==> config.mk <==
export PLATFORM = sky130hd
export DESIGN_NAME = pixel_stream_proc
export DESIGN_NICKNAME = d
export VERILOG_FILES = /design/src/rtl/pixel_proc_pkg.sv /design/src/rtl/pixel_stream_proc_line_buffer.sv /design/src/rtl/pixel_stream_proc.sv
export SDC_FILE = /design/constraint.sdc
export NUM_CORES = 1
export LEC_CHECK = 0
export BUFFER_PORTS_ARGS = -buffer_cell sky130_fd_sc_hd__buf_4
export CORE_MARGIN = 8
export CORE_UTILIZATION = 57
export CTS_BUF_LIST = sky130_fd_sc_hd__clkbuf_4 sky130_fd_sc_hd__clkbuf_8 sky130_fd_sc_hd__clkbuf_16
export DETAILED_ROUTE_END_ITERATION = 8
export PLACE_DENSITY = 0.76
export SYNTH_ARGS = -nofsm -noshare
export SYNTH_HDL_FRONTEND = slang
export SYNTH_SLANG_ARGS = --single-unit
==> constraint.sdc <==
create_clock -name clk -period 6 [get_ports clk]
set_input_delay 0.6 -clock clk [delete_from_list [all_inputs] [get_ports clk]]
set_output_delay 0.6 -clock clk [all_outputs]
set_load 0.03 [all_outputs]
==> src/rtl/pixel_proc_pkg.sv <==
// Shared types and constants for the pixel stream processor.
package pixel_proc_pkg;

    // Processing mode, latched at frame start
    typedef enum logic [1:0] {
        MODE_BYPASS = 2'b00,
        MODE_INVERT = 2'b01,
        MODE_GAUSS  = 2'b10,
        MODE_THRESH = 2'b11
    } mode_e;

    // Frame sequencing states
    typedef enum logic [1:0] {
        ST_IDLE  = 2'd0,
        ST_RUN   = 2'd1,
        ST_DRAIN = 2'd2
    } state_e;

    // Gaussian kernel weights sum to 16, so the normalising shift is 4
    localparam int GAUSS_SHIFT = 4;

    // Pointwise modes emit one output per accepted input pixel
    function automatic logic is_pointwise(input mode_e m);
        return (m != MODE_GAUSS);
    endfunction

endpackage

==> src/rtl/pixel_stream_proc_line_buffer.sv <==
// One-row pixel delay. The top addresses it with the current column, so
// the word read before the write is the pixel from the same column one row up.
// Contents are deliberately not reset.
module line_buffer #(
    parameter int DATA_W = 8,
    parameter int DEPTH  = 32
) (
    input  logic                     clk,
    input  logic                     we,
    input  logic [$clog2(DEPTH)-1:0] addr,
    input  logic [DATA_W-1:0]        wdata,
    output logic [DATA_W-1:0]        rdata
);

    logic [DATA_W-1:0] mem [DEPTH];

    // Overwrite the old row entry with the new pixel on each accepted input
    always_ff @(posedge clk) begin
        if (we) begin
            mem[addr] <= wdata;
        end
    end

    assign rdata = mem[addr];

endmodule

==> src/rtl/pixel_stream_proc.sv <==
// Frame-based pixel processor: bypass, invert, 3x3 Gaussian and threshold,
// with a single registered output stage that honours backpressure.
//
// state    | meaning
// ---------+-----------------------------------------------------------
// ST_IDLE  | waiting for start; latches mode/thresh and clears counters
// ST_RUN   | accepting IMG_W*IMG_H pixels in raster order
// ST_DRAIN | input closed; waits for the last output to be taken, then done
module pixel_stream_proc
    import pixel_proc_pkg::*;
#(
    parameter int DATA_W = 8,
    parameter int IMG_W  = 32,
    parameter int IMG_H  = 32
) (
    input  logic              clk,
    input  logic              resetn,
    input  logic              start,
    input  logic [1:0]        mode,
    input  logic [DATA_W-1:0] thresh,
    input  logic              s_valid,
    output logic              s_ready,
    input  logic [DATA_W-1:0] s_data,
    output logic              m_valid,
    input  logic              m_ready,
    output logic [DATA_W-1:0] m_data,
    output logic              m_last,
    output logic              busy,
    output logic              done
);

    localparam int CW = $clog2(IMG_W);
    localparam int RW = $clog2(IMG_H);
    localparam int SW = DATA_W + 4;
    localparam logic [CW-1:0] COL_LAST = CW'(IMG_W - 1);
    localparam logic [RW-1:0] ROW_LAST = RW'(IMG_H - 1);

    state_e            state;
    mode_e             mode_q;
    logic [DATA_W-1:0] thresh_q;
    logic [CW-1:0]     col;
    logic [RW-1:0]     row;

    logic              accept;
    logic              last_px;
    logic              produce;

    logic [DATA_W-1:0] lb1_q;
    logic [DATA_W-1:0] lb2_q;
    logic [DATA_W-1:0] top_w [2];
    logic [DATA_W-1:0] mid_w [2];
    logic [DATA_W-1:0] bot_w [2];
    logic [SW-1:0]     gsum;
    logic [DATA_W-1:0] pix_out;

    // Single output register: input may advance whenever that register is free or being drained
    assign s_ready = (state == ST_RUN) && (!m_valid || m_ready);
    assign accept  = s_valid && s_ready;
    assign last_px = (row == ROW_LAST) && (col == COL_LAST);
    // Gaussian output needs two full rows and two columns of history
    assign produce = is_pointwise(mode_q) || ((row >= RW'(2)) && (col >= CW'(2)));

    // lb1 yields the pixel from row-1, lb2 the pixel from row-2, same column
    line_buffer #(.DATA_W(DATA_W), .DEPTH(IMG_W)) u_lb_row1 (
        .clk   (clk),
        .we    (accept),
        .addr  (col),
        .wdata (s_data),
        .rdata (lb1_q)
    );

    line_buffer #(.DATA_W(DATA_W), .DEPTH(IMG_W)) u_lb_row2 (
        .clk   (clk),
        .we    (accept),
        .addr  (col),
        .wdata (lb1_q),
        .rdata (lb2_q)
    );

    // Keep the two previous columns of the 3-row window; the third column is the live input
    always_ff @(posedge clk) begin
        if (accept) begin
            top_w[0] <= top_w[1];
            top_w[1] <= lb2_q;
            mid_w[0] <= mid_w[1];
            mid_w[1] <= lb1_q;
            bot_w[0] <= bot_w[1];
            bot_w[1] <= s_data;
        end
    end

    // Kernel [1 2 1; 2 4 2; 1 2 1] centred on (row-1, col-1)
    always_comb begin
        gsum = SW'(top_w[0])         + (SW'(top_w[1]) << 1) + SW'(lb2_q)
             + (SW'(mid_w[0]) << 1)  + (SW'(mid_w[1]) << 2) + (SW'(lb1_q) << 1)
             + SW'(bot_w[0])         + (SW'(bot_w[1]) << 1) + SW'(s_data);
    end

    // Select the processed value for the pixel being accepted
    always_comb begin
        pix_out = s_data;
        case (mode_q)
            MODE_BYPASS: pix_out = s_data;
            MODE_INVERT: pix_out = ~s_data;
            MODE_GAUSS:  pix_out = gsum[GAUSS_SHIFT +: DATA_W];
            MODE_THRESH: pix_out = (s_data >= thresh_q) ? {DATA_W{1'b1}} : {DATA_W{1'b0}};
            default:     pix_out = s_data;
        endcase
    end

    // Frame sequencing, raster counters and the registered output stage
    always_ff @(posedge clk) begin
        if (!resetn) begin
            state    <= ST_IDLE;
            mode_q   <= MODE_BYPASS;
            thresh_q <= '0;
            row      <= '0;
            col      <= '0;
            m_valid  <= 1'b0;
            m_data   <= '0;
            m_last   <= 1'b0;
            busy     <= 1'b0;
            done     <= 1'b0;
        end else begin
            done <= 1'b0;
            case (state)
                ST_IDLE: begin
                    if (start) begin
                        mode_q   <= mode_e'(mode);
                        thresh_q <= thresh;
                        row      <= '0;
                        col      <= '0;
                        busy     <= 1'b1;
                        state    <= ST_RUN;
                    end
                end
                ST_RUN: begin
                    if (accept) begin
                        if (col == COL_LAST) begin
                            col <= '0;
                            row <= row + 1'b1;
                        end else begin
                            col <= col + 1'b1;
                        end
                        if (last_px) begin
                            state <= ST_DRAIN;
                        end
                    end
                end
                ST_DRAIN: begin
                    // Empty now, or the final pixel is handed off this cycle
                    if (!m_valid || m_ready) begin
                        done  <= 1'b1;
                        busy  <= 1'b0;
                        state <= ST_IDLE;
                    end
                end
                default: state <= ST_IDLE;
            endcase

            if (accept && produce) begin
                m_valid <= 1'b1;
                m_data  <= pix_out;
                m_last  <= last_px;
            end else if (m_valid && m_ready) begin
                m_valid <= 1'b0;
                m_last  <= 1'b0;
            end
        end
    end

endmodule

==> metrics list, run 1 <==
* Outcome: complete, no violations
- Antenna-violating nets left: 0
- Counting every net in the synthesized netlist gives 1,358.
- Post-CTS Hold Fix Bufs: 0
- Largest stage delay on the critical path: 0.56 ns
- TritonCTS built the clock tree.
- Timing would allow up to 168 MHz.
* Met1 routing resource usage after global routing: 30.8%
- Counting distinct cell types in the post-synthesis netlist gives 55.
- Worst Path Required: 6.53 ns
- Global routing used 38.8% of the available met2 tracks.
* Cells along the critical path: buf_12 -> buf_12 -> mux4_2 -> mux4_2 -> mux2_4 -> fa_1 -> inv_2 -> fa_1 -> inv_1 -> fa_1 -> inv_1 -> fa_2 -> inv_1 -> ha_2 -> buf_4 -> o211ai_1 -> buf_4 -> a211oi_4 -> o21a_1 -> o31a_1 -> o32ai_2
- Residual DRC: 0
- Design Area, Final: 0.0285 mm2
* Mapped Cells: 1,254
- The repair_antennas step left the layout with diodes totalling 0.
* Final worst path period share: 99.5%
* Dominant register cell in the synthesized netlist: edfxtp_1
* Average wire per cell in the routed design: 28.8 um
- Together, buffers and inverters on the worst path number 8.
- Min-delay worst type: input port to flip-flop
- Number of antenna violations at the first check in global routing: 0
- Clock-pin slew was measured on the worst setup and hold paths at 0.06 ns.
* Relative slew slack: 24.0%
- EDFF count, synth: 560
* # IOs: 36
- In this run, the clock network consumes 34.1% of the power.
* Vertical die dimension: 224 um
* Power after layout: 0.0100 W
* Sequential Power Share: 46.5%
* Netlist Area Pre-Place: 0.0247 mm2
- Net switching is 25.7% of the power.
- Iteration count of the initial detailed-routing pass: 8
- X dimension of the die: 224 um
* Fraction of layout instances using a drive strength above 1: 29.9%
* Number of gates on the worst path with buffers counted: 21
- Internal power component: 0.00744 W
- Instance area after placement: 0.0262 mm2
- Sequential fraction of the synthesis area: 71.2%
- Post-DP HPWL: 33,200 um
- Standard cell core area: 0.0430 mm2
* Count of filler cells inserted in the layout: 2,743
- Along the worst path, the maximum fanout reaches 8.
- Worst Reg-to-Reg Cells: 21
- During placement, the flow inserted port buffers numbering 35.
* Max Slew Vio Count: 0
- Dominant delay contributor by cell family on the critical path: adder cells
- Initial Utilization: 57.5%
- Number of vias after detailed routing: 12,800
- Clk_lat worst skew: 0.62 ns
- TritonCTS Buffers: 56
- Subtracting the final worst setup slack from the clock period gives 5.97 ns.
- The first global-routing pass estimated 84,600 um of wire.
- Final worst hold slack: 0.211 ns
* Sum of routed wire length over all layers: 58,500 um
- Arr. time, crit path: 6.50 ns
- Root cell of the clock tree: clkbuf_16
- Across the VDD grid, the largest voltage drop is 0.249 mV.
- In this run, the number of DRC markers left after iteration 0 of detailed routing was 1,715.
- In this run the power density over the cells is 352 mW/mm2.
- Across every metal layer, demand over resource in global routing totals 23.1%.
- Top Usage Layer GRT: met2
- Per report_power, the combinational group accounts for 19.3% of the total.
* Leading cell types in the layout, fill and taps excluded: 560 x edfxtp_1, 160 x mux4_2, 117 x buf_4, 100 x inv_1, 76 x nor2_1
* MaxCap Viol Count: 0
- Final Hold Violating Endpoints: 0
* Num rows: 76
* Fin Setup TNS: 0 ns
- Leaving out fill and tap cells, the most frequent cell in the layout is edfxtp_1.
- Sinks on the clock net: 599
- For this run, the number of Yosys warnings is 0.
- At the end of the flow, the number of nets in the layout was 1,504.
- RSZ-0062 raised after global routing: true
- Sort of element at the start of the critical path: flip-flop
- Mean instance size in the synthesized netlist: 19.7 um2
- Number of global-route vias before repair: 13,000
- GPL Wtd Cong: 0.814
* Largest net degree at the start of global routing: 47
- The worst hold path was traced through 3 stages.
* Reported net switching power: 0.00258 W
- The floorplan step defined a die boundary enclosing 0.0503 mm2.
* Final global-route overflow total: 0
- Setup skew after layout: 0.0252 ns
- The worst setup path is captured at a flip-flop.
- Static leakage power: 9.49 nW
- After detailed routing, the number of vias per cell comes to 6.31.
- H-Tree Depth: 2
- Area growth, synth to finish: 15.2%
- The worst setup path is of the flip-flop to flip-flop kind.
- Setup violations remaining at the end of the flow were counted as 0.
- Slew at the pin with the worst max-slew slack: 1.14 ns
- Longest Clk Path Bufs: 3
- The synthesized design contains 599 register bits.
- Fraction of synthesis flops using an asynchronous set or reset pin: 0%
- Fraction of met3 tracks used by global routing: 3.33%
* Critical-path cell with the highest stage delay: mux4_2
[registers in the layout, indices dropped and copies added, names as in the netlist, 2 cells and up, named ones only]
| register | count |
|---|---|
| bot_w | 16 |
| m_data | 8 |
| col | 5 |
| mid_w | 16 |
| u_lb_row2.mem | 256 |
| thresh_q | 8 |
| state | 2 |
| top_w | 16 |
| u_lb_row1.mem | 256 |
| row | 5 |
| mode_q | 2 |
[cell families (layout without fill, tap and decap cells)]
group / after synthesis / in the layout / synth area share (%)
multiplexers: 181 / 181 / 15.5
AND/OR/NAND/NOR: 157 / 157 / 2.99
adder cells (fa/ha/maj): 81 / 81 / 5.68
XOR/XNOR: 6 / 6 / 0.213
buffers and inverters: 153 / 345 / 2.43
flip-flops: 599 / 599 / 71.2
AO/OA/AOI/OAI: 77 / 77 / 1.98
[what timing repair did]
action	in CTS	in global routing
cloned	2	4
buffers inserted	1	18
endpoints found under the hold margin	0	0
gates resized for setup	7	35
pin swaps	1	15
endpoints found under the setup margin	3	6
[power by group through the flow]
| stage | sequential, W | combinational [W] | clock [W] |
|---|---|---|---|
| floorplan | 0.00475 | 0.00108 | 0 |
| global placement | 0.00475 | 0.00154 | 0 |
| detailed placement | 0.00475 | 0.00158 | 0 |
| CTS | 0.00466 | 0.00162 | 0.00347 |
| global route | 0.00467 | 0.00212 | 0.00363 |
| finish | 0.00466 | 0.00194 | 0.00342 |
[worst register-to-register path, delay by kind of cell, from the launching register on]
family | cells | cell delay (ns)
compound gates | 5 | 0.94
fa+ha+maj | 5 | 2.21
buf+inv | 8 | 0.85
flops | 1 | 0.48
mux | 3 | 1.39
[per-layer routing]
metal	vias to the layer above	share of wire, %
met2	761	50
li1	5235	-
met1	6707	38
met5	-	0
met3	117	8.4
met4	0	3.6
[cells in the mapped netlist (2+ instances only)]
cell type,instances,area [um2]
a21o_1,2,15.0
a2111oi_0,2,17.5
a31oi_1,2,12.5
o22ai_1,3,18.8
nand2_1,22,82.6
a21oi_1,29,145
fa_1,52,1040
nand4_1,2,12.5
buf_2,12,60.1
a211oi_1,4,30.0
mux2i_1,4,40.0
mux2_2,17,191
o21a_1,5,37.5
and2_1,2,12.5
and3_1,3,18.8
buf_4,3,22.5
clkbuf_1,30,113
nor3b_1,2,15.0
nand3_1,12,60.1
nand3b_1,4,30.0
nand2b_1,11,68.8
nor2_1,77,289
inv_1,103,387
nor4b_1,2,17.5
ha_1,29,363
nor3_1,7,35.0
buf_1,5,18.8
o21ai_0,14,70.1
mux4_2,160,3600
xnor2_1,5,43.8
edfxtp_1,560,16800
dfxtp_1,39,781
nor2b_1,6,37.5
o32ai_1,3,26.3
[cell type report]
type | instances | area (um2) | area share [%]
inverters | 103 | 387 | 1.36
well taps | 585 | 732 | 2.57
multi-input cells | 502 | 6670 | 23.4
clock buffers | 69 | 1500 | 5.26
clock inverters | 35 | 272 | 0.953
flip-flops and latches | 599 | 17600 | 61.8
repair buffers | 138 | 1320 | 4.63
[metrics by stage]
stage	util [%]	setup WS, ns	cells
finish	66.3	0.0319	2031
global route	66.3	-0.0985	2031
floorplan	-	0.0532	1254
detailed placement	61.0	-0.0601	1902
global placement	61.0	0.0820	1902
CTS	65.3	-0.0115	2009
[worst paths after layout]
| path | slack, ns | startpoint | to |
|---|---|---|---|
| max | 0.03 | flip-flop | m_data[7] |
| min | 0.21 | thresh[2] | thresh_q[2] |
| max reg2reg | 0.03 | flip-flop | m_data[7] |
| min reg2reg | 0.45 | top_w[0][8] | top_w[0][0] |
Power figures use the tool's default switching activity.
==> run 2: changes to the inputs <==
- CORE_UTILIZATION: 57 -> 59
- CTS_BUF_LIST: sky130_fd_sc_hd__clkbuf_4 sky130_fd_sc_hd__clkbuf_8 sky130_fd_sc_hd__clkbuf_16 -> sky130_fd_sc_hd__clkbuf_8
- PLACE_DENSITY: 0.76 -> 0.78
==> run 2 against run 1 <==
Against the previous run: clock skew grew 0.025 ns; die area shrank 3.1%; maximum frequency is 0.15% higher; critical path depth unchanged; clock power is 9.9% lower; via count down 0.85%; sequential power about the same; global-route usage increased by 0.14 points; wire length fell by 3.5%; flip-flop and latch count did not move; critical endpoint unchanged; largest cell class unchanged; highest routed layer is now met5.
==> metrics list, run 2 (synthesized netlist as in run 1, its figures left out) <==
- Number of antenna violations at the first check in global routing: 1 (was 0)
* PwrDens: 341 mW/mm2 (was 352 mW/mm2)
- The number of design rule violations left after detail routing came to 0 (unchanged).
* H-Tree Depth: 3 (was 2)
- The first-pass iteration count of the detailed router is 6 (was 8).
* Number of vias after detailed routing: 12,700 (was 12,800)
- The peak supply drop is 0.229 mV (was 0.249 mV).
- The post-cts hold buffer count came to 0 (unchanged).
* Root cell of the clock tree: clkbuf_8 (was clkbuf_16)
- Global-route wire length before repair: 80,900 um (was 84,600 um)
- Worst Path Required: 6.57 ns (was 6.53 ns)
- The starting density of the core came to 59.3% (was 57.5%).
* Clk_lat worst skew: 0.66 ns (was 0.62 ns)
- The class of the tightest hold or removal check is input port to flip-flop (unchanged).
* Biggest regs: u_lb_row1.mem (256), u_lb_row2.mem (256) (unchanged)
* Sinks on the clock net: 599 (unchanged)
- Area growth, synth to finish: 13.7% (was 15.2%)
- The total clock buffers created by CTS is 91 (was 56).
* Port bufs: 35 (unchanged)
- The violation count after the first detailed-routing iteration came to 1,496 (was 1,715).
- Outcome: complete, no violations (unchanged).
* Final global-route overflow total: 0 (unchanged)
- Tmin final: 5.96 ns (was 5.97 ns)
- GR Layer Usage met2: 37.6% (was 38.8%)
- Largest net degree at the start of global routing: 38 (was 47)
* Num rows: 75 (was 76)
- # IOs: 36 (unchanged)
- MaxCap Viol Count: 0 (unchanged)
- Maximum achievable frequency: 168 MHz (about the same)
- The critical path endpoint category is a flip-flop (unchanged).
- Setup violators final: 0 (unchanged)
* Total global routing track utilization: 23.2% (was 23.1%)
- The y dimension of the die came to 221 um (was 224 um).
* Number of global-route vias before repair: 13,000 (about the same)
* Cells along the critical path: buf_4 -> clkbuf_16 -> mux4_2 -> mux4_2 -> mux2_2 -> fa_1 -> inv_1 -> fa_1 -> inv_1 -> fa_1 -> inv_1 -> fa_1 -> inv_1 -> ha_2 -> buf_4 -> o211ai_1 -> buf_4 -> a211oi_4 -> nor3_2 -> o31a_1 -> o32ai_2 (was buf_12 -> buf_12 -> mux4_2 -> mux4_2 -> mux2_4 -> fa_1 -> inv_2 -> fa_1 -> inv_1 -> fa_1 -> inv_1 -> fa_2 -> inv_1 -> ha_2 -> buf_4 -> o211ai_1 -> buf_4 -> a211oi_4 -> o21a_1 -> o31a_1 -> o32ai_2)
- The critical-path maximum fanout is 16 (was 8).
- Final worst path period share: 99.3% (was 99.5%)
* Final Hold Violating Endpoints: 0 (unchanged)
* Post-DP HPWL: 32,900 um (was 33,200 um)
- Nets: 1,525 (was 1,504)
* Met1 routing resource usage after global routing: 30.4% (was 30.8%)
* Slew at the pin with the worst max-slew slack: 1.03 ns (was 1.14 ns)
- The total negative slack was 0 ns (unchanged).
- The clock skew after layout is 0.0504 ns (was 0.0252 ns).
- The clock transition time at the flip-flop clock pins of the worst setup and hold paths is 0.06 ns (about the same).
* Critical-path cell with the highest stage delay: mux4_2 (unchanged)
* Power after layout: 0.00958 W (was 0.0100 W)
- The post-detailed-route wirelength per cell came to 27.8 um (was 28.8 um).
- Area of the die: 0.0487 mm2 (was 0.0503 mm2)
- Standard cell core area: 0.0417 mm2 (was 0.0430 mm2)
- RSZ-0062 raised after global routing: true (unchanged)
* Most common library cell in the layout ignoring fill and taps: edfxtp_1 (unchanged)
- Category of the most critical setup path: flip-flop to flip-flop (unchanged)
- The clock tree from TritonCTS was yes (unchanged).
- The sort of element at the start of the critical path was a flip-flop (unchanged).
- The maximum single-stage delay on the critical path is 0.55 ns (was 0.56 ns).
* Via-per-instance ratio: 6.26 (was 6.31)
* Antenna cell count: 0 (unchanged)
* Arr. time, crit path: 6.53 ns (was 6.50 ns)
- Top Usage Layer GRT: met2 (unchanged)
- The buffer and inverter count on the worst path was 8 (unchanged).
* Antenna-violating nets left: 0 (unchanged)
- Sum of routed wire length over all layers: 56,500 um (was 58,500 um)
- Fraction of met3 tracks used by global routing: 5.67% (was 3.33%)
- X dimension of the die: 221 um (was 224 um)
* GPL Wtd Cong: 0.813 (was 0.814)
* Max Slew Vio Count: 0 (unchanged)
- The buffer depth of the longest clock path came to 3 (unchanged).
- Leading cell types in the layout, fill and taps excluded: 560 x edfxtp_1, 160 x mux4_2, 131 x inv_1, 105 x buf_4, 92 x clkbuf_8 (was 560 x edfxtp_1, 160 x mux4_2, 117 x buf_4, 100 x inv_1, 76 x nor2_1).
* Relative slew slack: 30.9% (was 24.0%)
- The ratio of cells with drive above 1 in the final layout came to 29.0% (was 29.9%).
- Static leakage power: 9.45 nW (was 9.49 nW)
* Dominant delay contributor by cell family on the critical path: adder cells (unchanged)
[run 2: cell count changes in the layout (fill, tap and decap cells not counted), sizes merged]
cell / delta
clkinvlp: -1
clkinv: +11
buf: -14
inv: +27
clkbuf: +23
[run 2: worst paths after layout]
check,startpoint,to,slack [ns],cells after the start
worst max register to register,flip-flop,m_data[7],0.04,21
worst min-delay path,thresh[2],thresh_q[2],0.18,3
worst min register to register,top_w[0][9],top_w[0][1],0.43,0
worst max-delay path,flip-flop,m_data[7],0.04,21
[run 2: cell type report]
class                           count  area [um2]
Clock buffer                       92        1270
Clock inverter                     72         374
Tap cell                          539         674
Inverter                          103         387
Sequential cell                   599       17600
Fill cell                        2601       13600
Timing Repair Buffer              124        1160
Multi-Input combinational cell    502        6640
[run 2: metrics by stage]
step                      hold slack [ns]  instances  setup slack, ns  util, %  area, um2
after floorplan                     0.426       1254           0.0532        -      24700
after global placement              0.437       1860            0.152     62.9      26200
after detailed placement            0.440       1860           0.0275     62.9      26200
after CTS                           0.146       2024          0.00732     66.8      27800
final                               0.177       2031           0.0409     67.5      28100
after global routing                0.168       2031           -0.153     67.5      28100
[run 2: layer usage]
layer,part of all wire [%],wire length [um]
met1,37,21000
met2,49,27700
met3,10,5690
met4,3.7,2080
met5,0.023,13
[run 2: worst reg2reg max path: stages (launching register included)]
cell and delay [ns]:
dfxtp_4 0.49, buf_4 0.19, clkbuf_16 0.22, mux4_2 0.56, mux4_2 0.54, mux2_2 0.35
fa_1 0.52, inv_1 0.05, fa_1 0.50, inv_1 0.06, fa_1 0.54, inv_1 0.05
fa_1 0.36, inv_1 0.07, ha_2 0.19, buf_4 0.13, o211ai_1 0.09, buf_4 0.16
a211oi_4 0.23, nor3_2 0.07, o31a_1 0.29, o32ai_2 0.24
[run 2: what timing repair did]
item                                    4_1_cts  5_1_grt
resized for setup                             0       26
endpoints found under the setup margin        0        5
setup buffers                                 0        3
[run 2: where the power goes]
group | total (W) | switching, W | leakage [nW] | internal, W
clock | 0.00308 | 0.00152 | 0.949 | 0.00156
combinational | 0.00183 | 0.000986 | 3.14 | 0.000845
sequential | 0.00467 | 0.0000277 | 5.36 | 0.00464
total | 0.00958 | 0.00253 | 9.45 | 0.00704
